### src/rtl/combined_counter_decoder.sv
// Purpose: decode Johnson/ring counter codes, track sequence lock, count errors.
// Latency: all outputs registered, one cycle after the sampling edge.
// Backpressure: none; code_in is sampled on every cycle with code_valid high.
module combined_counter_decoder #(
  parameter int LOCK_CNT = 3,
  parameter int ERR_W    = 8
) (
  input  logic             clk,
  input  logic             rst,
  input  logic             mode,
  input  logic [4:0]       code_in,
  input  logic             code_valid,
  output logic [3:0]       index,
  output logic             index_valid,
  output logic             locked,
  output logic             seq_err,
  output logic             illegal,
  output logic [ERR_W-1:0] err_count
);

  localparam logic [1:0] SEARCH = 2'd0;
  localparam logic [1:0] CHECK  = 2'd1;
  localparam logic [1:0] LOCKED = 2'd2;

  localparam logic [3:0] LOCK_TGT = 4'(LOCK_CNT);

  logic [1:0] state, state_n;
  logic [4:0] expected, expected_n;
  logic [3:0] match_cnt, match_n;
  logic [1:0] miss_cnt, miss_n;
  logic       mode_q;
  logic       mode_chg;

  logic       legal;
  logic [3:0] dec_idx;
  logic [4:0] succ;

  logic [3:0] index_n;
  logic       index_valid_n;
  logic       seq_err_n;
  logic       illegal_n;
  logic       err_inc;

  // Registered copy of mode; any difference flags a family switch this cycle.
  assign mode_chg = mode ^ mode_q;

  // Classify code_in under the current family and compute its successor.
  always_comb begin
    legal   = 1'b0;
    dec_idx = 4'd0;
    if (!mode) begin
      succ = {~code_in[0], code_in[4:1]};
      case (code_in)
        5'b00000: begin legal = 1'b1; dec_idx = 4'd0; end
        5'b10000: begin legal = 1'b1; dec_idx = 4'd1; end
        5'b11000: begin legal = 1'b1; dec_idx = 4'd2; end
        5'b11100: begin legal = 1'b1; dec_idx = 4'd3; end
        5'b11110: begin legal = 1'b1; dec_idx = 4'd4; end
        5'b11111: begin legal = 1'b1; dec_idx = 4'd5; end
        5'b01111: begin legal = 1'b1; dec_idx = 4'd6; end
        5'b00111: begin legal = 1'b1; dec_idx = 4'd7; end
        5'b00011: begin legal = 1'b1; dec_idx = 4'd8; end
        5'b00001: begin legal = 1'b1; dec_idx = 4'd9; end
        default:  begin legal = 1'b0; dec_idx = 4'd0; end
      endcase
    end else begin
      succ = {code_in[0], code_in[4:1]};
      case (code_in)
        5'b00001: begin legal = 1'b1; dec_idx = 4'd0; end
        5'b00010: begin legal = 1'b1; dec_idx = 4'd1; end
        5'b00100: begin legal = 1'b1; dec_idx = 4'd2; end
        5'b01000: begin legal = 1'b1; dec_idx = 4'd3; end
        5'b10000: begin legal = 1'b1; dec_idx = 4'd4; end
        default:  begin legal = 1'b0; dec_idx = 4'd0; end
      endcase
    end
  end

  // Lock FSM next-state, expected code, counters and pulse outputs.
  always_comb begin
    state_n       = state;
    expected_n    = expected;
    match_n       = match_cnt;
    miss_n        = miss_cnt;
    index_n       = index;
    index_valid_n = 1'b0;
    seq_err_n     = 1'b0;
    illegal_n     = 1'b0;
    err_inc       = 1'b0;

    // Decode of the sampled code is common to every state.
    if (code_valid) begin
      if (legal) begin
        index_n       = dec_idx;
        index_valid_n = 1'b1;
      end else begin
        illegal_n = 1'b1;
        err_inc   = 1'b1;
      end
    end

    if (mode_chg) begin
      // Family switch: drop all sequence history; SEARCH re-seeds expected anyway.
      state_n = SEARCH;
      match_n = 4'd0;
      miss_n  = 2'd0;
    end else if (code_valid) begin
      case (state)
        SEARCH: begin
          if (legal) begin
            expected_n = succ;
            match_n    = 4'd0;
            state_n    = CHECK;
          end
        end
        CHECK: begin
          if (!legal) begin
            state_n = SEARCH;
            match_n = 4'd0;
          end else if (code_in == expected) begin
            match_n    = match_cnt + 4'd1;
            expected_n = succ;
            if (match_cnt + 4'd1 == LOCK_TGT) begin
              state_n = LOCKED;
              miss_n  = 2'd0;
            end
          end else begin
            expected_n = succ;
            match_n    = 4'd0;
          end
        end
        LOCKED: begin
          if (legal && code_in == expected) begin
            miss_n     = 2'd0;
            expected_n = succ;
          end else begin
            if (legal) begin
              seq_err_n  = 1'b1;
              err_inc    = 1'b1;
              expected_n = succ;
            end
            // Two misses in a row means the stream is no longer trustworthy.
            if (miss_cnt != 2'd0) begin
              state_n = SEARCH;
              miss_n  = 2'd0;
              match_n = 4'd0;
            end else begin
              miss_n = miss_cnt + 2'd1;
            end
          end
        end
        default: begin
          state_n = SEARCH;
          match_n = 4'd0;
          miss_n  = 2'd0;
        end
      endcase
    end
  end

  // State, counters and registered outputs.
  always_ff @(posedge clk or posedge rst) begin
    if (rst) begin
      state       <= SEARCH;
      expected    <= 5'b00000;
      match_cnt   <= 4'd0;
      miss_cnt    <= 2'd0;
      mode_q      <= 1'b0;
      index       <= 4'd0;
      index_valid <= 1'b0;
      locked      <= 1'b0;
      seq_err     <= 1'b0;
      illegal     <= 1'b0;
      err_count   <= '0;
    end else begin
      state       <= state_n;
      expected    <= expected_n;
      match_cnt   <= match_n;
      miss_cnt    <= miss_n;
      mode_q      <= mode;
      index       <= index_n;
      index_valid <= index_valid_n;
      locked      <= (state_n == LOCKED);
      seq_err     <= seq_err_n;
      illegal     <= illegal_n;
      if (err_inc && (err_count != {ERR_W{1'b1}})) begin
        err_count <= err_count + 1'b1;
      end
    end
  end

endmodule

### config.mk
export PLATFORM = sky130hd
export DESIGN_NAME = combined_counter_decoder
export DESIGN_NICKNAME = d
export VERILOG_FILES = /design/src/rtl/combined_counter_decoder.sv
export SDC_FILE = /design/constraint.sdc
export NUM_CORES = 1
export LEC_CHECK = 0
export CAP_MARGIN = 20
export CORE_ASPECT_RATIO = 1.5
export CORE_MARGIN = 5
export CORE_UTILIZATION = 40
export CTS_CLUSTER_DIAMETER = 200
export DETAILED_ROUTE_END_ITERATION = 6
export SLEW_MARGIN = 20
export SYNTH_ARGS = -nofsm -noshare
export SYNTH_HDL_FRONTEND = slang
export SYNTH_SLANG_ARGS = --single-unit
### constraint.sdc
create_clock -name clk -period 5.4 [get_ports clk]
set_clock_uncertainty 0.2 [all_clocks]
set_input_delay 0.54 -clock clk [delete_from_list [all_inputs] [get_ports clk]]
set_output_delay 0.54 -clock clk [all_outputs]
set_load 0.01 [all_outputs]
# Word-level counts from Yosys, hierarchy flattened
# Memory sizes are Yosys's and may differ from the RTL's.
# Index checks and enable logic that the tools add are counted.
# Widths: inputs -> output; s select.
dict set report totals {
  inputBits 9
  ff_bits 30
  memories 1
  rom_bits 160
  word_cells 94
  out_inout_bits 16
}
dict set report op_classes {
  n_eq_ne 18
  n_reduce_logical 12
  add_sub_neg 3
  n_mux 46
  bitwise 3
}
# memory words width rd rd_clocked_by_memory_dff wr line
set mem_list {}
lappend mem_list {{(name not given)} 32 5 1 0 0 53} ;# case (code_in)
# operator n
set ops {}
lappend ops {{$mux 4} 8}
lappend ops {{$mux 2} 15}
lappend ops {{$ne 3x3->1 const B} 6}
lappend ops {{$mux 1} 15}
lappend ops {{$mux 5} 3}
lappend ops {{$pmux 2 s3} 2}
lappend ops {{$pmux 3 s4} 1}
lappend ops {{$pmux 4 s3} 1}
lappend ops {{$pmux 5 s2} 1}
lappend ops {{$add 8x1->8 const B} 1}
lappend ops {{$ne 8x8->1 const B} 1}
lappend ops {{$reduce_bool 2->1} 3}
lappend ops {{$eq 5x1->1 const B} 1}
lappend ops {{$eq 5x2->1 const B} 1}
lappend ops {{$eq 5x3->1 const B} 1}
lappend ops {{$eq 5x4->1 const B} 1}
lappend ops {{$eq 5x5->1} 1}
lappend ops {{$eq 5x5->1 const B} 1}
lappend ops {{$reduce_and 5->1} 1}
lappend ops {{$reduce_or 5->1} 1}
lappend ops {{$add 4x1->4 const B} 1}
lappend ops {{$eq 2x2->1 const B} 2}
lappend ops {{$eq 4x2->1 const B} 1}
lappend ops {{$reduce_and 4->1} 1}
lappend ops {{other kinds (10)} 12}

# Depth between registers and ports, before layout
# Gate-level depths: netlist of the first run.
dict set report depth {
  ltp_word 12
  mapped_depth 11
  ltp_nobuf 9
}

# Worst setup path before layout of the first run
# No wires, ideal clock.
dict set report synth_path {
  kind {input to register}
  startpoint {input port code_in[1]}
  endpoint {register (tool-made name)}
  t_required_ps 5073
  arrival_time_ps 2559
  path_stages 11
  setup_slack_ps 2514
  path_buffers 2
  setup_time_ps 127
  cell_sequence {clkbuf_2 -> inv_1 -> ha_1 -> nor3b_2 -> nor2_1 -> o41a_4 -> a21o_1 -> inv_2 -> and3_1 -> buf_4 -> mux2_1}
}
# item line
set synth_lines {}
lappend synth_lines {{from (decl)} 11} ;# input logic [4:0] code_in,

==> results of run 1 <==
==> kinds of logic after synthesis <==
family                     after synthesis  share of synthesized area [%]
adders and majority gates                8                          5.158
buffers and inverters                   18                          4.384
and+or+nand+nor                         72                          19.79
AOI/OAI and AO/OA                       49                          21.08
muxes                                    7                          4.126
DFF                                     30                          38.68
xor gates and xnor gates                15                          6.770
==> final cells by class <==
| class | count | area [µm²] | area share (%) |
|---|---|---|---|
| clock buffers | 5 | 68.82 | 2.955 |
| flip-flops and latches | 30 | 750.7 | 32.24 |
| repair buffers | 25 | 247.7 | 10.64 |
| well taps | 66 | 82.58 | 3.546 |
| inverters | 9 | 33.78 | 1.451 |
| multi-input cells | 151 | 1105 | 47.45 |
| clock inverters | 3 | 40.04 | 1.720 |
==> per-layer routing <==
layer	GRT usage, %	up-vias	part of all wire (%)
met1	16.79	740	42
li1	-	773	-
met5	0	-	0
met2	26.90	27	52
met4	7.276	0	2.4
met3	2.476	8	3.4
==> stage by stage <==
step	setup WS, ns	instances	utilization, %
6_report	1.864	289	48.81
5_1_grt	1.708	289	48.81
4_1_cts	1.887	289	48.81
3_5_place_dp	1.570	281	46.53
3_3_place_gp	1.670	281	46.53
2_1_floorplan	2.514	199	-
==> power by group <==
| part | total, mW | internal [mW] | switching, mW |
|---|---|---|---|
| sequential | 0.316 | 0.269 | 0.0470 |
| combinational | 0.225 | 0.119 | 0.107 |
| clock | 0.221 | 0.136 | 0.0853 |
| total | 0.763 | 0.524 | 0.239 |
==> worst max-delay path: cells and delay by family <==
family | cells | cell delay, ns
muxes | 1 | 0.34
adders and majority gates | 1 | 0.29
AOI/OAI and AO/OA | 2 | 0.73
buffers and inverters | 3 | 0.92
and+or+nand+nor | 3 | 0.69
==> how the worst max path moves through the flow <==
| stage | start | to | slack (ns) | cells past startpoint |
|---|---|---|---|---|
| after floorplan | code_in[1] | register | 2.51 | 11 |
| after global placement | code_in[1] | register | 1.67 | 10 |
| after detailed placement | code_in[1] | register | 1.57 | 10 |
| after CTS | code_in[1] | register | 1.89 | 10 |
| after global routing | code_in[1] | register | 1.71 | 10 |
| final | code_in[1] | register | 1.86 | 10 |
==> layout by cell type (no fill, tap or decap), types with 2 or more instances in the layout <==
cell type / n
nor2b_1: 2
o211ai_1: 2
nor3_1: 4
mux2i_1: 2
or2_2: 2
o31ai_1: 5
nor3b_1: 3
nor2_1: 11
clkdlybuf4s50_1: 24
xor2_1: 12
clkinv_2: 2
o21ai_0: 9
nand3_1: 7
and3_1: 2
ha_1: 8
inv_1: 8
nand4_1: 2
a2111o_1: 2
xnor2_1: 3
a31oi_1: 4
clkbuf_8: 5
nor4_1: 2
a32o_1: 2
nand2b_1: 4
mux2_1: 4
dfrtp_1: 30
a21oi_1: 7
a31o_2: 4
nand2_1: 22
==> run_results.csv, run 1 <==
group,metric,value,unit
run_status,outcome,"finished, final reports clean",
synth,synthesis.area,0.001941,mm²
critical_path,crit_chain,"clkdlybuf4s50_1 > inv_1 > ha_1 > nor3b_2 > nor2_1 > o41a_4 > a21o_1 > inv_2 > and3_1 > mux2_1",
global_routing,grt-ovfl-total,0,
synth,synth_warnings,0,
timing,worst_pin_slew,0.6602,ns
timing,drv_slew,0,
synth,syn_area_per_cell,9.752,µm²
cts,clk_latency,0.28,ns
synth,yosysTopAreaCell,"dfrtp_1",
placed_design,hpwl,3257,µm
floorplanning,fp.dieArea,0.006373,mm²
critical_path,cp_max_fo,11,
drt,drt_iter0_drc,87,
cells_and_area,drive_gt1_share,13.00,%
critical_path,max_stage_delay,0.58,ns
cts,cts_tree,"yes",
critical_path,worstPathRequired,5.37,ns
floorplanning,ios,25,
synth,synthArstFlopShare,100.0,%
cells_and_area,stdcell_area,0.002328,mm²
drt,viasPerCell,5.356,
synth,yosysMostFrequentCell,"dfrtp_1",
timing,rsz0062_at_grt,"false",
power,totalPowerFinal,0.7626,mW
cells_and_area,num-fill-cells,475,
cts,post_cts_buffers,0,
critical_path,arrival,3.50,ns
cts,cts.sinks,30,
placed_design,io_buffers,24,
critical_path,ff2ff_path_depth,5,
synth,synth_ff_type,"dfrtp_1",
timing,hold_slack,0.2718,ns
drt,wl,4340,µm
cells_and_area,area_growth,19.99,%
synth,yosysTopAreaCellShare,38.68,%
cells_and_area,diodes,0,
cts,cts_made_buffers,5,
cts,cts_resized,0,
drt,first_pass_iters,4,
critical_path,rr_endpoint,"err_count[1]$_DFFE_PP0P_",
placed_design,gp_routability_congestion,0.8538,
critical_path,crit_path_end_kind,"register",
global_routing,grt_pass1_wl,7203,µm
timing,finalSetupViolCount,0,
critical_path,worstReg2RegStart,"mode_q$_DFF_PP0_",
synth,synth_common_cells,"dfrtp_1 (30), nand2_1 (22), xor2_1 (12)",
floorplanning,core_area,0.004771,mm²
floorplanning,rows,31,
timing,hold_viol,0,
synth,synth-seq-cells,30,
drt,postRouteAntennaNets,0,
hold_path,hold_path_end,"index[1]$_DFFE_PP0P_",
synth,postSynthCellCount,199,
hold_path,hold_class,"reg -> reg",
cts,root_buffer,"clkbuf_8",
power,vdd_drop_max,0.2314,mV
timing,fmax,282.8,MHz
cells_and_area,final_nets,239,
cts,ctsHoldBuffers,0,
synth,ys_seq_area_share,38.68,%
drt,drc,0,
floorplanning,die_h,95.31,µm
critical_path,rrSetupSlack,2.95,ns
hold_path,min_from,"index[1]$_DFFE_PP0P_",
critical_path,start_kind,"input port",
floorplanning,die_x,66.87,µm
drt,num_vias,1548,
synth,yosys-top-cells-area,"dfrtp_1 (39%), xor2_1 (5.4%), ha_1 (5.2%)",
global_routing,first_global_vias,1521,
global_routing,antenna_found_initial,0,
hold_path,min_path_cells,2,
global_routing,grt_start_max_net_pins,31,
synth,synth_nets,216,
global_routing,track_usage,14.98,%
synth,synth_edf_count,0,
critical_path,path_class,"in -> reg",
cts,clkTransAtPathRegs,0.07,ns
placed_design,placed_area,0.002220,mm²
timing,fin_crit_sh,65.47,%
critical_path,slowest_stage,"clkdlybuf4s50_1",
timing,setup-tns-final,0,ns
timing,post-route-min-period,3.536,ns
cts,clock_path_buffers,2,
power,power_density,327.5,mW/mm²
drt,post_drt_wl_per_cell,15.02,µm
flow_run,maxCapViolCount,0,
power,leakage,0.9635,nW
cts,cts_max_level,2,
timing,relSlewSlack,55.85,%
synth,yosysUniqueCellTypes,58,
floorplanning,start_util,40.68,%
Power figures use the tool's default switching activity.
==> run 2, diff against run 1 <==
- clock period: 5.4 -> 3.4 ns (I/O delays scaled with it)
==> run_results.csv, run 2 (synthesized netlist as in run 1, its figures left out) <==
group,metric,value,unit
run_status,outcome,"finished, final reports clean",
timing,rsz0062_at_grt,"false",
cts,clock_path_buffers,2,
critical_path,path_class,"in -> reg",
critical_path,max_stage_delay,0.42,ns
cells_and_area,final_cell_mix,"dfrtp_1 (30), clkdlybuf4s50_1 (24), nand2_1 (22)",
placed_design,gp_routability_congestion,0.8365,
drt,post_drt_wl_per_cell,14.24,µm
critical_path,crit_family,"simple AND/OR/NAND/NOR gates",
floorplanning,start_util,40.68,%
power,vdd_drop_max,0.3663,mV
cts,root_buffer,"clkbuf_8",
cells_and_area,final_common_cell,"dfrtp_1",
drt,postRouteAntennaNets,0,
critical_path,arrival,2.86,ns
critical_path,path_depth,10,
floorplanning,die_x,66.87,µm
cts,clk_latency,0.28,ns
cells_and_area,stdcell_area,0.002404,mm²
flow_run,maxCapViolCount,0,
critical_path,worstPathRequired,3.36,ns
floorplanning,rows,31,
placed_design,hpwl,3275,µm
cells_and_area,post-route-util,50.38,%
power,leakage,1.011,nW
drt,num_vias,1569,
placed_design,place_ws,0.2055,ns
power,power_density,508.3,mW/mm²
cts,cts_made_buffers,5,
drt,viasPerCell,5.247,
critical_path,slowest_stage,"clkdlybuf4s50_1",
cts,clkTransAtPathRegs,0.06,ns
cells_and_area,diodes,0,
cts,post_cts_buffers,0,
timing,post-route-min-period,2.901,ns
critical_path,cp_max_fo,7,
cts,cts.sinks,30,
timing,fmax,344.7,MHz
cells_and_area,final_nets,249,
floorplanning,fp.dieArea,0.006373,mm²
timing,fin_crit_sh,85.33,%
global_routing,grt_pass1_wl,7231,µm
cts,ctsHoldBuffers,0,
floorplanning,die_h,95.31,µm
critical_path,worstReg2RegStart,"expected[4]$_DFFE_PP0P_",
cts,cts_resized,0,
global_routing,first_global_vias,1556,
global_routing,track_usage,14.85,%
drt,first_pass_iters,4,
timing,drv_slew,0,
placed_design,dpl.cell_count,291,
timing,finalSetupViolCount,0,
global_routing,grt-ovfl-total,0,
cts,cts_tree,"yes",
global_routing,antenna_found_initial,0,
global_routing,grt_start_max_net_pins,31,
drt,drt_iter0_drc,86,
timing,setup-tns-final,0,ns
floorplanning,ios,25,
critical_path,critPathBufInv,3,
critical_path,rr_endpoint,"err_count[1]$_DFFE_PP0P_",
timing,timing.final.ws_setup,0.4989,ns
floorplanning,core_area,0.004771,mm²
placed_design,io_buffers,24,
timing,relSlewSlack,65.46,%
critical_path,ff2ff_path_depth,6,
cts,cts_max_level,2,
hold_path,hold_class,"in -> async",
cells_and_area,final_cells,299,
drt,drc,0,
timing,hold_viol,0,
critical_path,crit_start,"code_in[0]",
critical_path,start_kind,"input port",
critical_path,crit_chain,"clkdlybuf4s50_1 > inv_1 > ha_1 > nor3b_2 > nor2_1 > o41a_4 > a21o_1 > inv_2 > and3_1 > mux2_1",
cells_and_area,area_growth,23.86,%
critical_path,rrSetupSlack,1.03,ns
timing,worst_pin_slew,0.5146,ns
drt,wl,4258,µm
critical_path,crit_path_end_kind,"register",
cells_and_area,drive_gt1_share,16.74,%
placed_design,placed_area,0.002295,mm²
run 2: cell count changes in the layout (fill, tap and decap cells not counted):
| cell | before | now |
|---|---|---|
| buf_4 | 1 | 11 |
run 2: tightest hold or removal path: stages:
cell and delay (ns):
clkdlybuf4s50_1 0.39, inv_1 0.05, buf_4 0.34
run 2: power breakdown:
group          internal [mW]  leakage (nW)  switching, mW
combinational          0.198         0.570          0.174
clock                  0.215        0.0579          0.136
sequential             0.428         0.384         0.0716
total                  0.841          1.01          0.381
run 2: layer usage:
metal	routed length, µm	share of wire, %	track usage, %
met1	1747	41	16.31
met2	2267	53	26.82
met3	122	2.9	2.594
met4	120	2.8	7.445
met5	0	0	0
run 2: through the flow:
stage / power (mW) / hold WS (ns)
2_1_floorplan: 0.7102 / 0.1714
6_report: 1.222 / 0.2315
5_1_grt: 1.304 / 0.2820
3_5_place_dp: 0.8832 / 0.2591
3_3_place_gp: 0.8799 / 0.2551
4_1_cts: 1.241 / 0.2468
run 2: area by class of cell:
cell class | count | area (µm²)
Fill cell | 458 | 2367
Multi-Input combinational cell | 151 | 1105
Sequential cell | 30 | 750.7
Timing Repair Buffer | 35 | 322.8
Tap cell | 66 | 82.58
Clock buffer | 5 | 68.82
Clock inverter | 3 | 40.04
Inverter | 9 | 33.78
run 2: how the worst min path moves through the flow:
stage	end	slack, ns
after global placement	index[1]$_DFFE_PP0P_	0.26
after CTS	mode_q$_DFF_PP0_	0.25
after global routing	locked$_DFF_PP0_	0.28
after floorplan	mode_q$_DFF_PP0_	0.17
after detailed placement	index[1]$_DFFE_PP0P_	0.26
final	async pin	0.23
==> run 3, diff against run 2 <==
- CTS_CLUSTER_DIAMETER: 200 -> 120
==> results of run 3 <==
No change in the layout: final DEF, timing and power equal those of run 2.
